[config.mk]
export PLATFORM = sky130hd
export DESIGN_NAME = alu_sequencer
export DESIGN_NICKNAME = d
export VERILOG_FILES = /design/src/rtl/alu_pkg.sv /design/src/rtl/alu_sequencer_iter_counter.sv /design/src/rtl/alu_sequencer.sv
export SDC_FILE = /design/constraint.sdc
export NUM_CORES = 1
export LEC_CHECK = 0
export BUFFER_PORTS_ARGS = -buffer_cell sky130_fd_sc_hd__buf_2
export CORE_AREA = 2 2 94 96
export CTS_BUF_LIST = sky130_fd_sc_hd__clkbuf_16
export DETAILED_ROUTE_END_ITERATION = 8
export DIE_AREA = 0 0 96 98
export HOLD_SLACK_MARGIN = 0.05
export PLACE_DENSITY = 0.74
export REMOVE_ABC_BUFFERS = 1
export SLEW_MARGIN = 15
export SYNTH_ARGS = -nofsm -noshare
export SYNTH_HDL_FRONTEND = slang
export SYNTH_SLANG_ARGS = --single-unit
[constraint.sdc]
create_clock -name clk -period 3.2 [get_ports clk]
set_input_delay 0.64 -clock clk [delete_from_list [all_inputs] [get_ports clk]]
set_output_delay 0.64 -clock clk [all_outputs]
set_load 0.01 [all_outputs]
[src/rtl/alu_pkg.sv]
// Shared encodings for the ALU sequencer: opcodes, FSM states, EXEC control bundle.
// Pure declarations; no logic, no latency.
package alu_pkg;

    localparam int WIDTH_DEF = 16;

    typedef enum logic [1:0] {
        OP_ADD = 2'b00,
        OP_SUB = 2'b01,
        OP_XOR = 2'b10,
        OP_MUL = 2'b11
    } opcode_e;

    typedef enum logic [1:0] {
        ST_IDLE = 2'b00,
        ST_LOAD = 2'b01,
        ST_EXEC = 2'b10,
        ST_DONE = 2'b11
    } state_e;

    typedef struct packed {
        logic addsub;
        logic xor_ctrl;
        logic mul_out_ctrl;
    } alu_ctl_t;

    function automatic alu_ctl_t exec_ctl(input opcode_e op);
        alu_ctl_t c;
        c = '0;
        case (op)
            OP_SUB:  c.addsub       = 1'b1;
            OP_XOR:  c.xor_ctrl     = 1'b1;
            OP_MUL:  c.mul_out_ctrl = 1'b1;
            default: c              = '0;
        endcase
        return c;
    endfunction

endpackage

[src/rtl/alu_sequencer_iter_counter.sv]
// 4-bit loadable down-counter with zero flag; load wins over decrement, 1-cycle update.
// Decrement saturates at zero so a finished count never wraps back to 15.
module iter_counter (
    input  logic       clk,
    input  logic       rst,
    input  logic       i_load,
    input  logic [3:0] i_val,
    input  logic       i_dec,
    output logic       o_zero
);

    logic [3:0] r_count;

    always_ff @(posedge clk) begin
        if (rst) begin
            r_count <= 4'd0;
        end else if (i_load) begin
            r_count <= i_val;
        end else if (i_dec && (r_count != 4'd0)) begin
            r_count <= r_count - 4'd1;
        end
    end

    assign o_zero = (r_count == 4'd0);

endmodule

[src/rtl/alu_sequencer.sv]
// Drives an external ALU through iter+1 LOAD/EXEC pairs, then captures its result in DONE.
// Start-to-done latency 2*(iter+1)+1 cycles; start is ignored while busy (no queuing).
module alu_sequencer
    import alu_pkg::*;
#(
    parameter int WIDTH = WIDTH_DEF
) (
    input  logic             clk,
    input  logic             rst,
    input  logic             start,
    input  logic [1:0]       opcode,
    input  logic [3:0]       iter,
    input  logic [WIDTH-1:0] op_a,
    input  logic [WIDTH-1:0] op_b,
    input  logic [WIDTH-1:0] acc_out,
    input  logic [WIDTH-1:0] mul_acc_out,
    output logic [WIDTH-1:0] a_bus,
    output logic [WIDTH-1:0] b_bus,
    output logic             a_enable,
    output logic             acc_enable,
    output logic             addsub,
    output logic             xor_ctrl,
    output logic             mul_out_ctrl,
    output logic             busy,
    output logic             done,
    output logic [WIDTH-1:0] result,
    output logic [WIDTH-1:0] result_hi
);

    state_e           r_state;
    opcode_e          r_opcode;
    logic [WIDTH-1:0] r_op_a;
    logic [WIDTH-1:0] r_op_b;
    logic [WIDTH-1:0] r_result;
    logic [WIDTH-1:0] r_result_hi;
    logic             r_a_enable;
    logic             r_a_from_acc;
    logic             r_acc_enable;
    alu_ctl_t         r_ctl;
    logic             r_busy;
    logic             r_done;

    logic             w_cnt_load;
    logic             w_cnt_dec;
    logic             w_cnt_zero;

    assign w_cnt_load = (r_state == ST_IDLE) && start;
    assign w_cnt_dec  = (r_state == ST_EXEC) && !w_cnt_zero;

    iter_counter u_iter_counter (
        .clk    (clk),
        .rst    (rst),
        .i_load (w_cnt_load),
        .i_val  (iter),
        .i_dec  (w_cnt_dec),
        .o_zero (w_cnt_zero)
    );

    always_ff @(posedge clk) begin
        if (rst) begin
            r_state      <= ST_IDLE;
            r_opcode     <= OP_ADD;
            r_op_a       <= '0;
            r_op_b       <= '0;
            r_result     <= '0;
            r_result_hi  <= '0;
            r_a_enable   <= 1'b0;
            r_a_from_acc <= 1'b0;
            r_acc_enable <= 1'b0;
            r_ctl        <= '0;
            r_busy       <= 1'b0;
            r_done       <= 1'b0;
        end else begin
            r_a_enable   <= 1'b0;
            r_acc_enable <= 1'b0;
            r_ctl        <= '0;
            r_done       <= 1'b0;
            case (r_state)
                ST_IDLE: begin
                    if (start) begin
                        r_opcode     <= opcode_e'(opcode);
                        r_op_a       <= op_a;
                        r_op_b       <= op_b;
                        r_a_enable   <= 1'b1;
                        r_a_from_acc <= 1'b0;
                        r_busy       <= 1'b1;
                        r_state      <= ST_LOAD;
                    end
                end
                ST_LOAD: begin
                    r_acc_enable <= 1'b1;
                    r_ctl        <= exec_ctl(r_opcode);
                    r_state      <= ST_EXEC;
                end
                ST_EXEC: begin
                    if (w_cnt_zero) begin
                        r_done  <= 1'b1;
                        r_state <= ST_DONE;
                    end else begin
                        // later iterations feed the accumulator back as the A operand
                        r_a_enable   <= 1'b1;
                        r_a_from_acc <= 1'b1;
                        r_state      <= ST_LOAD;
                    end
                end
                ST_DONE: begin
                    r_result     <= acc_out;
                    r_result_hi  <= mul_acc_out;
                    r_a_from_acc <= 1'b0;
                    r_busy       <= 1'b0;
                    r_state      <= ST_IDLE;
                end
                default: r_state <= ST_IDLE;
            endcase
        end
    end

    assign a_bus        = r_a_enable ? (r_a_from_acc ? acc_out : r_op_a) : '0;
    assign b_bus        = r_acc_enable ? r_op_b : '0;
    assign a_enable     = r_a_enable;
    assign acc_enable   = r_acc_enable;
    assign addsub       = r_ctl.addsub;
    assign xor_ctrl     = r_ctl.xor_ctrl;
    assign mul_out_ctrl = r_ctl.mul_out_ctrl;
    assign busy         = r_busy;
    assign done         = r_done;
    assign result       = r_result;
    assign result_hi    = r_result_hi;

endmodule

### Word level (Yosys, flattened, before mapping)

Cells that the tools add are included.

* register bits after elaboration: 80
* bits in latches: 0
* memory bits (writable): 0
* bits in read-only memories: 0
* input port bits: 73
* output and inout bits: 71
* logic and storage cells: 62
* memories: 0

* add/subtract/negate cells: 1
* multipliers: 0
* divide/modulo/power cells: 0
* $lt $le $gt $ge: 0
* equality and inequality tests: 8
* shifts and indexed selects: 0
* multiplexer cells: 21
* bitwise gates (word level): 2
* reductions and logical operators: 15

Operator list (number)
* 2-to-1 mux 16 bit: 3
* 2-to-1 mux 1 bit: 10
* equality test 2 bit, second input constant: 4
* 2-to-1 mux 4 bit: 2
* case mux 2 bit (4 select lines): 1
* equality test 2 x 1 -> 1 bit, second input constant: 2
* logical NOT 4 bit: 1
* 2-to-1 mux 2 bit: 2
* inequality test 2 bit, second input constant: 2
* case mux 1 bit (2 select lines): 2
* AND reduction 2 bit: 2
* nonzero test 2 bit: 2
* nonzero test 4 bit: 1
* OR reduction 2 bit: 2
* subtractor 4 x 1 -> 4 bit, second input constant: 1
* logical AND 1 bit: 3
* case mux 1 bit (3 select lines): 1
* AND reduction 3 bit: 1
* nonzero test 3 bit: 1
* logical NOT 2 bit: 1
* NOT 1 bit: 2
* logical NOT 1 bit: 1

### Logic depth before layout (Yosys ltp)

* word-level depth: 6
* gate-level depth with buffers: 6

### Cells and area by module

From an unflattened synthesis, not the netlist that was laid out.

* cell total of the unflattened synthesis: 404
* area total of the unflattened synthesis: 3483.3 um2

Modules (own cells, without submodules)
* alu_sequencer: times used 1, cells each 375, area an instance 3220.6 um2
* iter_counter: times used 1, cells each 29, area an instance 262.8 um2

### Least setup slack after synthesis

No wires, ideal clock.

* kind: reg2out
* from: register r_a_from_acc
* to: output a_bus[10]
* arrival time: 0.993 ns
* setup slack: 1.567 ns
* cell stages (with the launch flop): 5
* path through: dfxtp_1 -> buf_2 -> buf_4 -> mux2i_1 -> nor2b_1

* word-level cells in the longest chain between the ends: 2

RTL lines
* start, declared: RTL line alu_sequencer.sv:37 `logic r_a_from_acc;`
* start signal, assigned: RTL line alu_sequencer.sv:68 `r_a_from_acc <= 1'b0;`
* start signal, assigned: RTL line alu_sequencer.sv:85 `r_a_from_acc <= 1'b0;`
* start signal, assigned: RTL line alu_sequencer.sv:102 `r_a_from_acc <= 1'b1;`
* 2-to-1 mux 16 bit (2 in series): RTL line alu_sequencer.sv:118 `assign a_bus = r_a_enable ? (r_a_from_acc ? acc_out : r_op_a) : '0;`
* end, declared: RTL line alu_sequencer.sv:17 `output logic [WIDTH-1:0] a_bus,`

Every way passes these cells.

### Worst setup path in the final report

* from: register r_a_from_acc
* to: output a_bus[0]

The elaborated chain is that of the path after synthesis.

==> results.py <==
metrics = {
    "place": {
        "port_buffers": 143,
        "gp_congestion": 0.713,
        "postPlaceCellArea_um2": 4030,
        "dp_hpwl_mm": 5.97,
    },
    "floorplan": {
        "dieHeight_um": 98,
        "row_count": 34,
        "io_pins": 144,
        "die_area_um2": 9410,
        "start_util_pct": 38.7,
        "core_area_um2": 8470,
        "fp.dieW_um": 96,
    },
    "logic_synthesis": {
        "yosys.area.top_type": "dfxtp_1",
        "synth_fa_ha_area_share_pct": 0.382,
        "synth-compound-area-share_pct": 13.3,
        "synthTopCellsByArea": "dfxtp_1 49%, nand2_1 15%, a21oi_1 11%, mux2i_1 5.5%, and2_1 3.2%",
        "synthMuxAreaShare_pct": 5.50,
        "synth_top_family_by_area": "simple AND/OR/NAND/NOR gates",
        "synth_seq_cells": 80,
        "synth_cell_types": 33,
        "syn_area_per_cell_um2": 8.13,
        "synth.top_cell.area_share_pct": 48.9,
        "synthSimpleGateAreaFrac_pct": 26.7,
        "syn_inst": 403,
        "ys_warn_count": 0,
        "synth_xor_area_share_pct": 0,
        "ys_seq_area_share_pct": 48.9,
        "netlist_area_um2": 3280,
    },
    "grt": {
        "grt_pass1_wl_mm": 13.2,
        "grt-ovfl-total": 0,
        "grt_pass1_vias": 2803,
        "grt_use_total_pct": 17.8,
        "antenna_found_initial": 0,
        "grt_max_degree": 39,
    },
    "critical_path": {
        "crit_path_max_incr_delay_ns": 0.56,
        "path_delay_family": "flip-flops",
        "endpoint_kind": "output port",
        "criticalPathCategory": "register to output port",
        "worst_ep_required_time_ns": 2.56,
        "crit_chain": "buf_4 -> mux2i_1 -> nor2b_1 -> buf_2",
        "cp-start-kind": "register",
        "crit_fanout": 12,
        "crit_slowest_cell": "dfxtp_1",
        "crit_buf_inv": 2,
        "arrival_ns": 1.65,
    },
    "min_path": {
        "min-delay-path-class": "register to register",
    },
    "sta": {
        "setup_viol_count_final": 0,
        "final-max-slew-violation-count": 0,
        "skew_ns": 0.00692,
        "finalCritPeriodShare_pct": 71.4,
        "rsz0062_at_grt": "false",
        "relSlewSlack_pct": 59.4,
        "period_needed_ns": 2.29,
        "finalHoldViolCount": 0,
        "worst_slew_pin_slew_ns": 0.609,
        "max_freq_mhz": 437,
        "tns_ns": 0,
        "holdWs_ns": 0.448,
    },
    "layout": {
        "fin_area_um2": 4330,
        "syn_to_final_growth_pct": 32.2,
        "nNetsFinal": 609,
        "num-fill-cells": 834,
        "final_cell_mix": "143 x buf_2, 134 x nand2_1, 80 x dfxtp_1",
        "drive_above_1_share_pct": 31.2,
        "diodes": 0,
        "final_common_cell": "buf_2",
    },
    "power_and_ir_drop": {
        "p_seq_share_pct": 45.4,
        "swShare_pct": 23.3,
        "p_leak_nw": 1.93,
        "vdd_drop_max_v": 0.000271,
        "power.density_nw_per_um2": 553,
        "intPower_mw": 1.84,
        "p_clk_share_pct": 43.7,
        "comb_power_share_pct": 10.9,
        "p_sw_uw": 557,
    },
    "job": {
        "cap_violations": 0,
    },
    "clocking": {
        "cts_buffer_depth": 2,
        "cts_root_buffer": "clkbuf_16",
        "clock_sinks": 80,
        "cts_tree": "done",
        "cts.clk_slew.worst_paths_ns": 0.06,
        "insertion_delay_ns": 0.32,
        "cts_made_buffers": 9,
        "cts-resized-gates": 0,
        "cts-hold-fix-buffers": 0,
        "post_cts_buffers": 0,
        "htreeDepth": 3,
    },
    "drt": {
        "dr.first_iter.drc_count": 84,
        "routed_wl_mm": 8.40,
        "ant_nets": 0,
        "avgRoutedWirePerCell_um": 13.0,
        "viasPerCell": 4.70,
        "first_pass_iters": 4,
        "routed-via-count": 3043,
        "drc": 0,
    },
    "run_status": {
        "status": "completed",
    },
}
-- cells by family after synthesis --
logic type               count (synthesis)
AND/OR/NAND/NOR                        191
flip-flops                              80
AO/OA/AOI/OAI                           79
buffers and inverters                   34
multiplexers                            18
adder cells (fa/ha/maj)                  1
-- power by group through the flow --
stage,logic [mW],registers (mW),clock network (mW)
after CTS,0.265,1.09,1.07
after detailed placement,0.264,1.11,0
after global placement,0.257,1.10,0
after floorplan,0.140,1.10,0
after global routing,0.293,1.09,1.12
final,0.262,1.09,1.04
-- stage by stage --
step | cells | worst slack [ns] | total power [mW] | utilization, %
2_1_floorplan | 374 | 1.19 | 1.24 | -
3_3_place_gp | 632 | 1.20 | 1.36 | 47.6
3_5_place_dp | 632 | 1.17 | 1.37 | 47.6
4_1_cts | 647 | 0.878 | 2.42 | 51.1
5_1_grt | 647 | 0.788 | 2.51 | 51.1
6_report | 647 | 0.914 | 2.39 | 51.1
-- synthesized netlist by cell type --
cell type / count
buf_6: 4
o32ai_1: 1
o21ai_0: 1
o21bai_1: 1
a221oi_1: 1
a211o_1: 1
buf_4: 1
ha_1: 1
and2_1: 17
nor3b_4: 1
nor2b_1: 17
a2111oi_0: 1
a211oi_2: 1
nand2b_1: 5
nor3b_2: 1
or3_1: 2
clkbuf_1: 16
a311oi_1: 1
inv_1: 5
nand3b_1: 1
mux2i_1: 18
a21oi_1: 70
o32ai_2: 1
and3b_1: 1
nand2_1: 134
nor4_1: 1
dfxtp_1: 80
and2_4: 1
buf_2: 8
nor3b_1: 2
and3_1: 1
or3b_1: 1
nor2_1: 6
-- layer usage --
metal	global-route usage (%)	up-vias	share of wire, %
met5	0	-	0
met3	5.56	9	8.6
li1	-	1576	-
met4	6.70	0	1.0
met1	21.1	1361	42
met2	29.6	97	48
-- tightest hold or removal path, stage by stage, from the launching register on --
cell,delay (ns)
dfxtp_1,0.30
nand2_1,0.05
a21oi_1,0.05
-- path summary, 6_finish.rpt --
path	cells past startpoint	from	slack, ns	end
setup / recovery	4	r_a_from_acc	0.91	a_bus[0]
hold / removal	2	r_op_b[9]	0.45	r_op_b[9]
setup reg to reg	4	r_state[1]	1.28	u_iter_counter.r_count[2]
hold reg to reg	2	r_op_b[9]	0.45	r_op_b[9]
-- cell type report --
cell class	count	area, µm²	area share (%)
Sequential cell	80	1600	37.0
Timing Repair Buffer	150	768	17.7
Tap cell	108	135	3.12
Multi-Input combinational cell	289	1500	34.7
Inverter	5	18.8	0.434
Clock inverter	6	77.6	1.79
Clock buffer	9	225	5.20
-- flip-flops by register name (all words and copies together), names as in the netlist, 2 cells and up --
name / count
r_op_a: 16
r_op_b: 16
result: 16
result_hi: 16
u_iter_counter.r_count: 4
r_opcode: 2
r_state: 2
Power figures use the tool's default switching activity.
